$ cat config.mk
export PLATFORM = sky130hd
export DESIGN_NAME = axi_w_upsize_packer
export DESIGN_NICKNAME = d
export VERILOG_FILES = /design/src/rtl/axi_w_upsize_packer.sv
export SDC_FILE = /design/constraint.sdc
export NUM_CORES = 1
export LEC_CHECK = 0
export CORE_MARGIN = 2
export CORE_UTILIZATION = 34
export DETAILED_ROUTE_END_ITERATION = 10
export SLEW_MARGIN = 10
export SYNTH_ARGS = -nofsm -noshare
export SYNTH_HDL_FRONTEND = slang
export SYNTH_SLANG_ARGS = --single-unit
$ cat constraint.sdc
create_clock -name clk_i -period 4.9 [get_ports clk_i]
set_input_delay 0.735 -clock clk_i [delete_from_list [all_inputs] [get_ports clk_i]]
set_output_delay 0.735 -clock clk_i [all_outputs]
set_load 0.005 [all_outputs]
$ cat src/rtl/axi_w_upsize_packer.sv
// ---------------------------------------------------------------------------
// axi_w_upsize_packer
//   Packs narrow AXI W beats into wide W beats on the wide side of a
//   narrow-to-wide data-width path. One burst command (addr/size/len/burst)
//   is taken from the AW path, then exactly len+1 narrow beats are consumed.
//   Each beat is placed in its wide slot by address; strobes OR-merge and
//   data bytes are written only where the (size-masked) strobe is set.
//   A wide beat is emitted on the last beat, on every FIXED beat, or when the
//   next address leaves the current wide word.
//
// Optional feature (macro AXI_W_PACKER_LEN_CHECK_EN):
//   defined   - slv_w_last_i is compared against the length-derived last on
//               every narrow handshake; a mismatch sets sticky err_o.
//   undefined - slv_w_last_i is ignored and err_o is tied low.
//
// Ports
//   clk_i, rst_i          clock, synchronous active-high reset
//   cmd_*                 burst command (valid/ready, addr, size, len, burst)
//   slv_w_*               narrow W channel in (data/strb/user/last/valid/ready)
//   mst_w_*               registered wide W channel out
//   err_o                 sticky length-mismatch flag
// ---------------------------------------------------------------------------

// Per-slot byte merge of one narrow word into its wide slot.
module axi_w_upsize_packer_lane #(
  parameter int unsigned SlvBytes = 4
) (
  input  logic                  sel,
  input  logic [SlvBytes*8-1:0] buf_data,
  input  logic [SlvBytes-1:0]   buf_strb,
  input  logic [SlvBytes*8-1:0] beat_data,
  input  logic [SlvBytes-1:0]   beat_strb,
  output logic [SlvBytes*8-1:0] merged_data,
  output logic [SlvBytes-1:0]   merged_strb
);
  always_comb begin
    merged_data = buf_data;
    merged_strb = buf_strb;
    for (int b = 0; b < int'(SlvBytes); b++) begin
      if (sel && beat_strb[b]) begin
        merged_data[b*8 +: 8] = beat_data[b*8 +: 8];
        merged_strb[b]        = 1'b1;
      end
    end
  end
endmodule

module axi_w_upsize_packer #(
  parameter int unsigned SlvDataWidth = 32,
  parameter int unsigned MstDataWidth = 256,
  parameter int unsigned AddrWidth    = 64,
  parameter int unsigned UserWidth    = 8
) (
  input  logic                      clk_i,
  input  logic                      rst_i,
  input  logic                      cmd_valid_i,
  output logic                      cmd_ready_o,
  input  logic [AddrWidth-1:0]      cmd_addr_i,
  input  logic [2:0]                cmd_size_i,
  input  logic [7:0]                cmd_len_i,
  input  logic [1:0]                cmd_burst_i,
  input  logic [SlvDataWidth-1:0]   slv_w_data_i,
  input  logic [SlvDataWidth/8-1:0] slv_w_strb_i,
  input  logic [UserWidth-1:0]      slv_w_user_i,
  input  logic                      slv_w_last_i,
  input  logic                      slv_w_valid_i,
  output logic                      slv_w_ready_o,
  output logic [MstDataWidth-1:0]   mst_w_data_o,
  output logic [MstDataWidth/8-1:0] mst_w_strb_o,
  output logic [UserWidth-1:0]      mst_w_user_o,
  output logic                      mst_w_last_o,
  output logic                      mst_w_valid_o,
  input  logic                      mst_w_ready_i,
  output logic                      err_o
);
  localparam int unsigned SlvBytes = SlvDataWidth / 8;
  localparam int unsigned MstBytes = MstDataWidth / 8;
  localparam int unsigned NumSlots = MstBytes / SlvBytes;
  localparam int unsigned SlvOff   = $clog2(SlvBytes);
  localparam int unsigned MstOff   = $clog2(MstBytes);
  localparam logic [2:0]  MaxSize  = 3'(SlvOff);
  localparam logic [1:0]  BurstFixed = 2'b00;
  localparam logic [1:0]  BurstWrap  = 2'b10;

  typedef enum logic {IDLE, PACK} state_e;

  typedef struct packed {
    logic [AddrWidth-1:0] addr;
    logic [2:0]           size;   // already clamped to the narrow width
    logic [7:0]           len;
    logic [1:0]           burst;
  } cmd_t;

  state_e                  state_q;
  cmd_t                    cmd_q;
  logic [7:0]              cnt_q;
  logic [MstDataWidth-1:0] buf_data_q;
  logic [MstBytes-1:0]     buf_strb_q;
  logic [MstDataWidth-1:0] out_data_q;
  logic [MstBytes-1:0]     out_strb_q;
  logic [UserWidth-1:0]    out_user_q;
  logic                    out_last_q;
  logic                    out_valid_q;
  logic                    err_q;

  // Address arithmetic for the current beat.
  logic [AddrWidth-1:0] size_bytes, aligned, incr_addr, wrap_mask, next_addr;
  logic [AddrWidth-1:0] lane, slot;
  logic                 last_beat, emit, out_busy, slv_hs;
  logic [SlvBytes-1:0]  beat_strb;
  logic [2:0]           eff_size;
  logic [MstDataWidth-1:0] merged_data;
  logic [MstBytes-1:0]     merged_strb;

  assign eff_size   = (cmd_size_i > MaxSize) ? MaxSize : cmd_size_i;
  assign size_bytes = AddrWidth'(1) << cmd_q.size;
  assign aligned    = cmd_q.addr & ~(size_bytes - AddrWidth'(1));
  assign incr_addr  = aligned + size_bytes;
  // WRAP boundary is (len+1) * 2^size bytes, a power of two for legal bursts.
  assign wrap_mask  = ((AddrWidth'(cmd_q.len) + AddrWidth'(1)) << cmd_q.size) - AddrWidth'(1);

  always_comb begin
    case (cmd_q.burst)
      BurstFixed: next_addr = cmd_q.addr;
      BurstWrap:  next_addr = (cmd_q.addr & ~wrap_mask) | (incr_addr & wrap_mask);
      default:    next_addr = incr_addr;
    endcase
  end

  assign last_beat = (cnt_q == cmd_q.len);
  assign emit = last_beat || (cmd_q.burst == BurstFixed) ||
                (next_addr[AddrWidth-1:MstOff] != cmd_q.addr[AddrWidth-1:MstOff]);

  assign lane = aligned & AddrWidth'(SlvBytes - 1);
  assign slot = (aligned & AddrWidth'(MstBytes - 1)) >> SlvOff;

  // Only the 2^size bytes of the beat, starting at the aligned lane, count.
  always_comb begin
    beat_strb = '0;
    for (int b = 0; b < int'(SlvBytes); b++) begin
      beat_strb[b] = slv_w_strb_i[b] && (AddrWidth'(b) >= lane) &&
                     (AddrWidth'(b) < lane + size_bytes);
    end
  end

  for (genvar i = 0; i < int'(NumSlots); i++) begin : g_slot
    axi_w_upsize_packer_lane #(.SlvBytes(SlvBytes)) u_lane (
      .sel         (slot == AddrWidth'(i)),
      .buf_data    (buf_data_q[i*SlvDataWidth +: SlvDataWidth]),
      .buf_strb    (buf_strb_q[i*SlvBytes +: SlvBytes]),
      .beat_data   (slv_w_data_i),
      .beat_strb   (beat_strb),
      .merged_data (merged_data[i*SlvDataWidth +: SlvDataWidth]),
      .merged_strb (merged_strb[i*SlvBytes +: SlvBytes])
    );
  end

  // A beat that emits can only be taken if the output register is free or
  // draining this cycle; non-emitting beats are never stalled.
  assign out_busy      = out_valid_q && !mst_w_ready_i;
  assign slv_w_ready_o = (state_q == PACK) && !(emit && out_busy);
  assign slv_hs        = slv_w_valid_i && slv_w_ready_o;
  assign cmd_ready_o   = (state_q == IDLE);

  always_ff @(posedge clk_i) begin
    if (rst_i) begin
      state_q     <= IDLE;
      cmd_q       <= '0;
      cnt_q       <= '0;
      buf_data_q  <= '0;
      buf_strb_q  <= '0;
      out_data_q  <= '0;
      out_strb_q  <= '0;
      out_user_q  <= '0;
      out_last_q  <= 1'b0;
      out_valid_q <= 1'b0;
    end else begin
      if (out_valid_q && mst_w_ready_i) out_valid_q <= 1'b0;
      case (state_q)
        IDLE: begin
          if (cmd_valid_i) begin
            cmd_q   <= '{addr: cmd_addr_i, size: eff_size, len: cmd_len_i, burst: cmd_burst_i};
            cnt_q   <= '0;
            state_q <= PACK;
          end
        end
        PACK: begin
          if (slv_hs) begin
            cmd_q.addr <= next_addr;
            cnt_q      <= cnt_q + 8'd1;
            if (emit) begin
              out_data_q  <= merged_data;
              out_strb_q  <= merged_strb;
              out_user_q  <= slv_w_user_i;
              out_last_q  <= last_beat;
              out_valid_q <= 1'b1;
              buf_data_q  <= '0;
              buf_strb_q  <= '0;
            end else begin
              buf_data_q  <= merged_data;
              buf_strb_q  <= merged_strb;
            end
            if (last_beat) state_q <= IDLE;
          end
        end
        default: state_q <= IDLE;
      endcase
    end
  end

`ifdef AXI_W_PACKER_LEN_CHECK_EN
  always_ff @(posedge clk_i) begin
    if (rst_i)                                      err_q <= 1'b0;
    else if (slv_hs && (slv_w_last_i != last_beat)) err_q <= 1'b1;
  end
`else
  logic unused_last;
  assign unused_last = slv_w_last_i;
  assign err_q       = 1'b0;
`endif

  assign mst_w_data_o  = out_data_q;
  assign mst_w_strb_o  = out_strb_q;
  assign mst_w_user_o  = out_user_q;
  assign mst_w_last_o  = out_last_q;
  assign mst_w_valid_o = out_valid_q;
  assign err_o         = err_q;

endmodule

==> results of run 1 <==
## logic make-up after synthesis
kind of cell / Yosys count
simple gates: 1682
other cells: 1
mux: 56
fa+ha+maj: 11
flops: 672
xor+xnor: 34
buf+inv: 462
compound gates: 1237
## per-layer routing
metal	share of wire, %	GRT usage, %	up-vias
met5	0	0	-
met4	5.6	12.7	0
met3	7.9	4.42	343
met2	45	39.8	1547
met1	42	34.9	17100
li1	-	-	16300
## where the power goes
group          switching [mW]  internal, mW  total [mW]
Clock                    2.55          3.54        6.09
Combinational            1.68          1.37        3.05
Sequential              0.230          5.72        5.95
Total                    4.46          10.6        15.1
## worst max-delay path: cells and delay by family (launching register included)
kind                       cells  cell delay (ps)
buffers and inverters         24             2900
adders and majority gates      2              560
xor gates and xnor gates       1              120
DFF                            1              340
and+or+nand+nor                4              510
AOI/OAI and AO/OA              5              750
## registers in the layout, indices dropped and copies added (netlist names)
| signal | cells |
|---|---|
| buf_data_q | 256 |
| buf_strb_q | 32 |
| cmd_q | 77 |
| cnt_q | 8 |
| mst_w_data_o | 256 |
| mst_w_last_o | 1 |
| mst_w_strb_o | 32 |
| mst_w_user_o | 8 |
| mst_w_valid_o | 1 |
| state_q | 1 |
## what timing repair did
action	4_1_cts	5_1_grt
endpoints found under the setup margin	586	643
endpoints found under the hold margin	0	0
hold buffers	0	0
cloned	0	95
gates resized for setup	82	545
pin swaps	38	166
buffers inserted	76	32
## synthesized netlist by cell type, drive strengths merged, types with 27 or more instances
cell	number
dfxtp	672
clkbuf	265
a21boi	39
inv	45
a311oi	220
nor2	487
nor3	47
o21ai	308
and3	64
buf	152
nor4	27
nand3	289
nand4	38
a211oi	91
a21oi	320
a32oi	27
a22oi	29
mux2i	56
o21a	40
nand2	626
## path summary, 6_finish.rpt
kind	startpoint	end	slack, ps
max	cmd_q[10]	cmd_q[68]	-420
min reg2reg	buf_data_q[59]	mst_w_data_o[59]	450
max reg2reg	cmd_q[10]	cmd_q[68]	-420
min	buf_data_q[59]	mst_w_data_o[59]	450
## per-stage QoR
stage | setup slack (ps) | total power [mW]
finish | -423 | 15.1
global route | -566 | 15.5
CTS | -372 | 14.5
detailed placement | -315 | 8.43
global placement | -296 | 8.41
floorplan | 3.79 | 7.12
## layout make-up
cell class | count | share of cell area (%)
multi-input cells | 3023 | 40.1
flip-flops and latches | 672 | 28.3
repair buffers | 990 | 22.4
clock buffers | 109 | 4.64
well taps | 1254 | 3.30
clock inverters | 30 | 0.847
inverters | 45 | 0.371
diodes | 2 | 0.0105
==> results by group, run 1 <==
Clock tree
  • Clock transition at path regs: around 60 ps
  • Clock sink count: 672
  • H-tree depth: 3
  • CTS buffer count: 78
  • Worst-Skew Late Latency: around 660 ps
  • CTS tree: done
  • Max clock buf depth: 3
  • Root buf cell: clkbuf_16

Layout
  • Final Non-Filler Cells: approximately 6000
  • Final core utilization: between 50% and 60%
  • Seq. cell area: roughly 13000 um^2
  • Most frequent cells in the layout: dfxtp_1 (664), nand2_1 (620), nor2_1 (443), clkdlybuf4s50_1 (423), buf_4 (389)
  • Nets: about 4900
  • Finished Cell Area: about 48000 um^2
  • Most common cell after layout, fill and taps aside: dfxtp_1
  • Ratio of cells with drive above 1 in the final layout: between 20 and 25%
  • Synth-to-Final Area Change: 47.6%
  • Area of the multi-input gates: 19100 um^2
  • Layout filler cell count: ~8900

Critical path
  • Crit path kind: flip-flop to flip-flop
  • CP max stage delay: 340 ps
  • Reg2Reg Depth: 36
  • CP Max Fanout: 5
  • Critical path required time: 5410 ps
  • Critical Path Most Common Cell: buf_4
  • Worst Path Arrival: 5840 ps
  • Startpoint types: flip-flop
  • Worst Setup End Kind: flip-flop
  • Critical path's slowest cell: dfxtp_2

Yosys
  • Syn_nets: 4293
  • Post-synth ARST share: 0%
  • Post-synth top flop: dfxtp_1
  • Ys Warns: 0
  • Syn avg cell area: between 7 and 8 um^2
  • Post-synth EDFFs: 0
  • Synth Area in Compound Gates: 25.8%
  • Post-Syn Instances: 4155
  • Synth top area share: a little over two fifths
  • Mapped cell area: between 30000 and 40000 um^2
  • Post-synthesis simple-gate area fraction: a little under a quarter
  • Leading area contributor after synthesis: dfxtp_1
  • Top cells by area, synth: dfxtp_1 (42%), nand2_1 (7.3%), a311oi_1 (6.0%)
  • Largest family of logic cells by synthesized area: compound AO/OA/AOI/OAI gates
  • Library cells used by synthesis: 100
  • Post-synthesis mux area share: approximately 1.7%
  • Synth Area in XOR/XNOR: less than 1%
  • Synthesized flop and latch total: approximately 670
  • Seq/Total Area, Yosys: a little over two fifths
  • Adder-cell share of the synthesized area: 0.450%

Power
  • Lkg Pwr: ~16 nW
  • Max VDD drop: about 0.29 mV
  • P per Cell Area: approximately 320 nW/um^2

STA
  • RSZ-0062 raised after global routing: true
  • Setup violations, final: slightly below 300
  • Tcrit/Tclk final: 109%
  • Setup ws final: -423 ps
  • Slew headroom: -1.96%
  • Worst hold slack: around 450 ps
  • Final Hold Vio Count: 0
  • Max Slew Vio Count: 17
  • F_max: 0.188 GHz
  • Minimum clock period: around 5300 ps
  • Worst-margin pin slew: around 1500 ps
  • Setup TNS: -19140 ps
  • Fin Clk Skew: around 35 ps

Drt
  • Pre-antenna DRT Iters: 6
  • Vias: 35300
  • DR iter-0 viols: 3513
  • Remaining routing DRC violations: 0
  • Vias per cell: approximately 5.8
  • WL/cell: around 24 um
  • Post-DRT Antenna Nets: 0
  • Final WL: between 100 and 150 mm

Die
  • Num ports: around 430
  • Core area: 93600 um^2
  • Width of the die: just over 300 um
  • Starting Density: about a third
  • # rows: approximately 110
  • Die Y-Extent: 312 um
  • Die area: 97300 um^2

Status
  • Outcome: finished, violations left
  • Failing checks: capacitance limit, slew limit, setup timing

Run
  • Max-cap check violation count: 2

Worst hold path
  • Hold WC Path Type: flip-flop to flip-flop
  • Hold Path Stages: 2

Global route
  • Antenna violations before repair: 0
  • Pin count of the biggest net entering global routing: between 150 and 200
  • Vias in the first global route: approximately 31000
  • Global-route wire length before repair: around 200 mm
  • Grt total ovfl: 0
  • Tot GR Track Use: around 26%

Place
  • Number of port buffers: 425
  • DP Area: slightly below 40000 um^2
  • GPL Wtd Cong: around 0.96
  • Cells after DPL: between 5000 and 6000
  • DP HPWL: about 90 mm
Note: power is estimated with default switching activity, not from simulation.
==> run 2, diff against run 1 <==
==> constraint.sdc (replaced) <==
create_clock -name clk_i -period 6.7 [get_ports clk_i]
set_input_delay 1.005 -clock clk_i [delete_from_list [all_inputs] [get_ports clk_i]]
set_output_delay 1.005 -clock clk_i [all_outputs]
set_load 0.005 [all_outputs]
==> run 2 against run 1 <==
- the flow now finishes without violations
- worst setup slack improved by 640 ps
- routed wire length decreased by 14%
- final cell count decreased by 7.2%
- first-iteration DRC count decreased by 17%
- hold slack improved by 14 ps
- via count decreased by 9.3%
- clock skew decreased by 7.6 ps
- cell area decreased by 15%
- sequential share of layout area increased by 5.1 points
- critical path type is now flip-flop to primary output
- critical endpoint is now slv_w_ready_o
- largest cell class unchanged
==> results by group, run 2 (synthesis gave the netlist of run 1 again) <==
STA
  • Minimum clock period: between 6000 and 7000 ps
  • Max Slew Vio Count: 0 (was 17)
  • Slew headroom: 16.5% (was -1.96%)
  • Worst hold slack: 461 ps (was 446 ps)
  • Tcrit/Tclk final: a little over nine tenths
  • Worst-margin pin slew: 1250 ps (was 1520 ps)
  • Fin Clk Skew: 27.4 ps (was 34.9 ps)
  • Setup TNS: 0 ps (was -19140 ps)
  • F_max: roughly 0.15 GHz
  • Setup ws final: 217 ps (was -423 ps)
  • Final Hold Vio Count: 0 (unchanged)
  • Setup violations, final: 0 (was 297)

Drt
  • Final WL: 126 mm (was 146 mm)
  • Vias: 32100 (was 35300)
  • DR iter-0 viols: 2928 (was 3513)
  • Remaining routing DRC violations: 0 (unchanged)
  • Pre-antenna DRT Iters: 7 (was 6)
  • Post-DRT Antenna Nets: 0 (unchanged)
  • Vias per cell: 5.64 (was 5.77)
  • WL/cell: 22.2 um (was 23.9 um)

Status
  • Outcome: finished, final reports clean (was finished, violations left)

Critical path
  • Startpoint types: flip-flop (unchanged)
  • Delay-heaviest family, CP: simple AND/OR/NAND/NOR gates (was buffers and inverters)
  • WP buf/inv: 5 (was 24)
  • Crit path cell chain: buf_6 > or2_2 > nor2_1 > nand2_1 > inv_1 > fa_1 > nand2_1 > nor2_1 > a211oi_1 > buf_4 > a21oi_1 > buf_4 > nand2_1 > a21oi_1 > a221oi_4 > o2111ai_1 > nor4b_4 > nand3_1 > a21oi_1 > clkdlybuf4s50_1
  • CP Max Fanout: 18 (was 5)
  • Critical path's slowest cell: clkdlybuf4s50_1 (was dfxtp_2)
  • Worst Setup End Kind: primary output (was flip-flop)
  • Critical path required time: 5690 ps (was 5410 ps)
  • Worst Path Arrival: 5480 ps (was 5840 ps)
  • CP max stage delay: 520 ps (was 340 ps)
  • Crit path kind: flip-flop to primary output (was flip-flop to flip-flop)

Place
  • GPL Wtd Cong: 0.939 (was 0.962)
  • DP Area: 37500 um^2 (was 39600 um^2)
  • DP HPWL: 83.5 mm (was 88.8 mm)
  • Setup slack at placement: 448 ps (was -315 ps)
  • Number of port buffers: 425 (unchanged)

Run
  • Max-cap check violation count: 0 (was 2)

Power
  • P per Cell Area: 255 nW/um^2 (was 317 nW/um^2)
  • Max VDD drop: 0.176 mV (was 0.287 mV)
  • Lkg Pwr: 12.7 nW (was 15.7 nW)

Clock tree
  • Root buf cell: clkbuf_16 (unchanged)
  • CTS buffer count: 79 (was 78)
  • Max clock buf depth: 3 (unchanged)
  • Worst-Skew Late Latency: 660 ps (about the same)
  • Clock transition at path regs: 60 ps (about the same)
  • Clock sink count: 672 (unchanged)
  • H-tree depth: 3 (unchanged)
  • CTS tree: done (unchanged)

Layout
  • Most common cell after layout, fill and taps aside: dfxtp_1 (unchanged)
  • Layout filler cell count: 9482 (was 8874)
  • Area of the multi-input gates: 17000 um^2 (was 19100 um^2)
  • Final core utilization: 43.0% (was 50.8%)
  • Finished Cell Area: 40300 um^2 (was 47600 um^2)
  • Most frequent cells in the layout: dfxtp_1 (665), nand2_1 (625), nor2_1 (477), clkdlybuf4s50_1 (424), a21oi_1 (320) (was dfxtp_1 (664), nand2_1 (620), nor2_1 (443), clkdlybuf4s50_1 (423), buf_4 (389))
  • Ratio of cells with drive above 1 in the final layout: 7.32% (was 22.9%)
  • Synth-to-Final Area Change: 25.0% (was 47.6%)
  • Nets: 4507 (was 4948)
  • Seq. cell area: 13500 um^2 (about the same)

Die
  • Starting Density: 34.4% (unchanged)
  • Core area: 93600 um^2 (unchanged)
  • Num ports: 428 (unchanged)
  • # rows: 112 (unchanged)
  • Die area: 97300 um^2 (unchanged)
  • Die Y-Extent: 312 um (unchanged)
  • Width of the die: 312 um (unchanged)

Global route
  • Grt total ovfl: 0 (unchanged)
  • Antenna violations before repair: 3 (was 0)
  • Tot GR Track Use: 24.9% (was 25.9%)
  • Global-route wire length before repair: 190 mm (was 197 mm)
  • Pin count of the biggest net entering global routing: 172 (was 179)
  • Vias in the first global route: 29800 (was 31400)

Worst hold path
  • Hold WC Path Type: flip-flop to flip-flop (unchanged)
## run 2: changes by cell type in the layout (fill, tap and decap cells not counted), sizes merged
cell and delta:
clkinv +6, clkbuf -59, clkdlybuf4s50 +1, clkinvlp -3, buf -380, inv -2, bufinv -4, or2 -2
## run 2: worst paths after layout
path | slack, ps | cells past startpoint | end | from
max | 220 | 20 | slv_w_ready_o | cmd_q[10]
min | 460 | 2 | mst_w_data_o[9] | buf_data_q[9]
max reg2reg | 870 | 18 | mst_w_data_o[206] | cmd_q[10]
min reg2reg | 460 | 2 | mst_w_data_o[9] | buf_data_q[9]
## run 2: where the power goes
part / leakage (nW) / internal, mW / switching [mW]
combinational: 5.97 / 0.634 / 0.981
sequential: 5.46 / 4.18 / 0.161
clock: 1.28 / 2.49 / 1.82
total: 12.7 / 7.31 / 2.97
## run 2: timing repair
item | CTS | global route
buffers inserted | 2 | 2
hold buffers | 0 | 0
endpoints found under the hold margin | 0 | 0
gates resized for setup | 7 | 31
endpoints found under the setup margin | 1 | 1
pin swaps | 1 | 5
## run 2: final cells by class
class,instances,area share [%]
diodes,2,0.0124
clock buffers,111,5.63
clock inverters,27,0.782
inverters,45,0.419
multi-input cells,3021,42.2
flip-flops and latches,672,33.4
well taps,1254,3.89
repair buffers,550,13.6
## run 2: worst min-delay path, delay by kind of cell, from the launching register on
family | cells | cell delay [ps]
compound gates | 1 | 80
flops | 1 | 300
simple gates | 1 | 50
## run 2: stage by stage
step	power, mW	cells
floorplan	5.21	4155
global placement	6.01	5537
CTS	10.4	5677
finish	10.3	5682
global route	10.7	5680
detailed placement	6.03	5537
## run 2: per-layer routing
layer / GRT usage [%] / routed length, um / vias to the layer above / part of all wire, %
met4: 11.1 / 5640 / 2 / 4.5
li1: - / - / 15400 / -
met1: 33.4 / 55200 / 15400 / 44
met3: 5.32 / 9220 / 212 / 7.3
met5: 0 / 12 / - / 0.0095
met2: 38.4 / 55900 / 1053 / 44
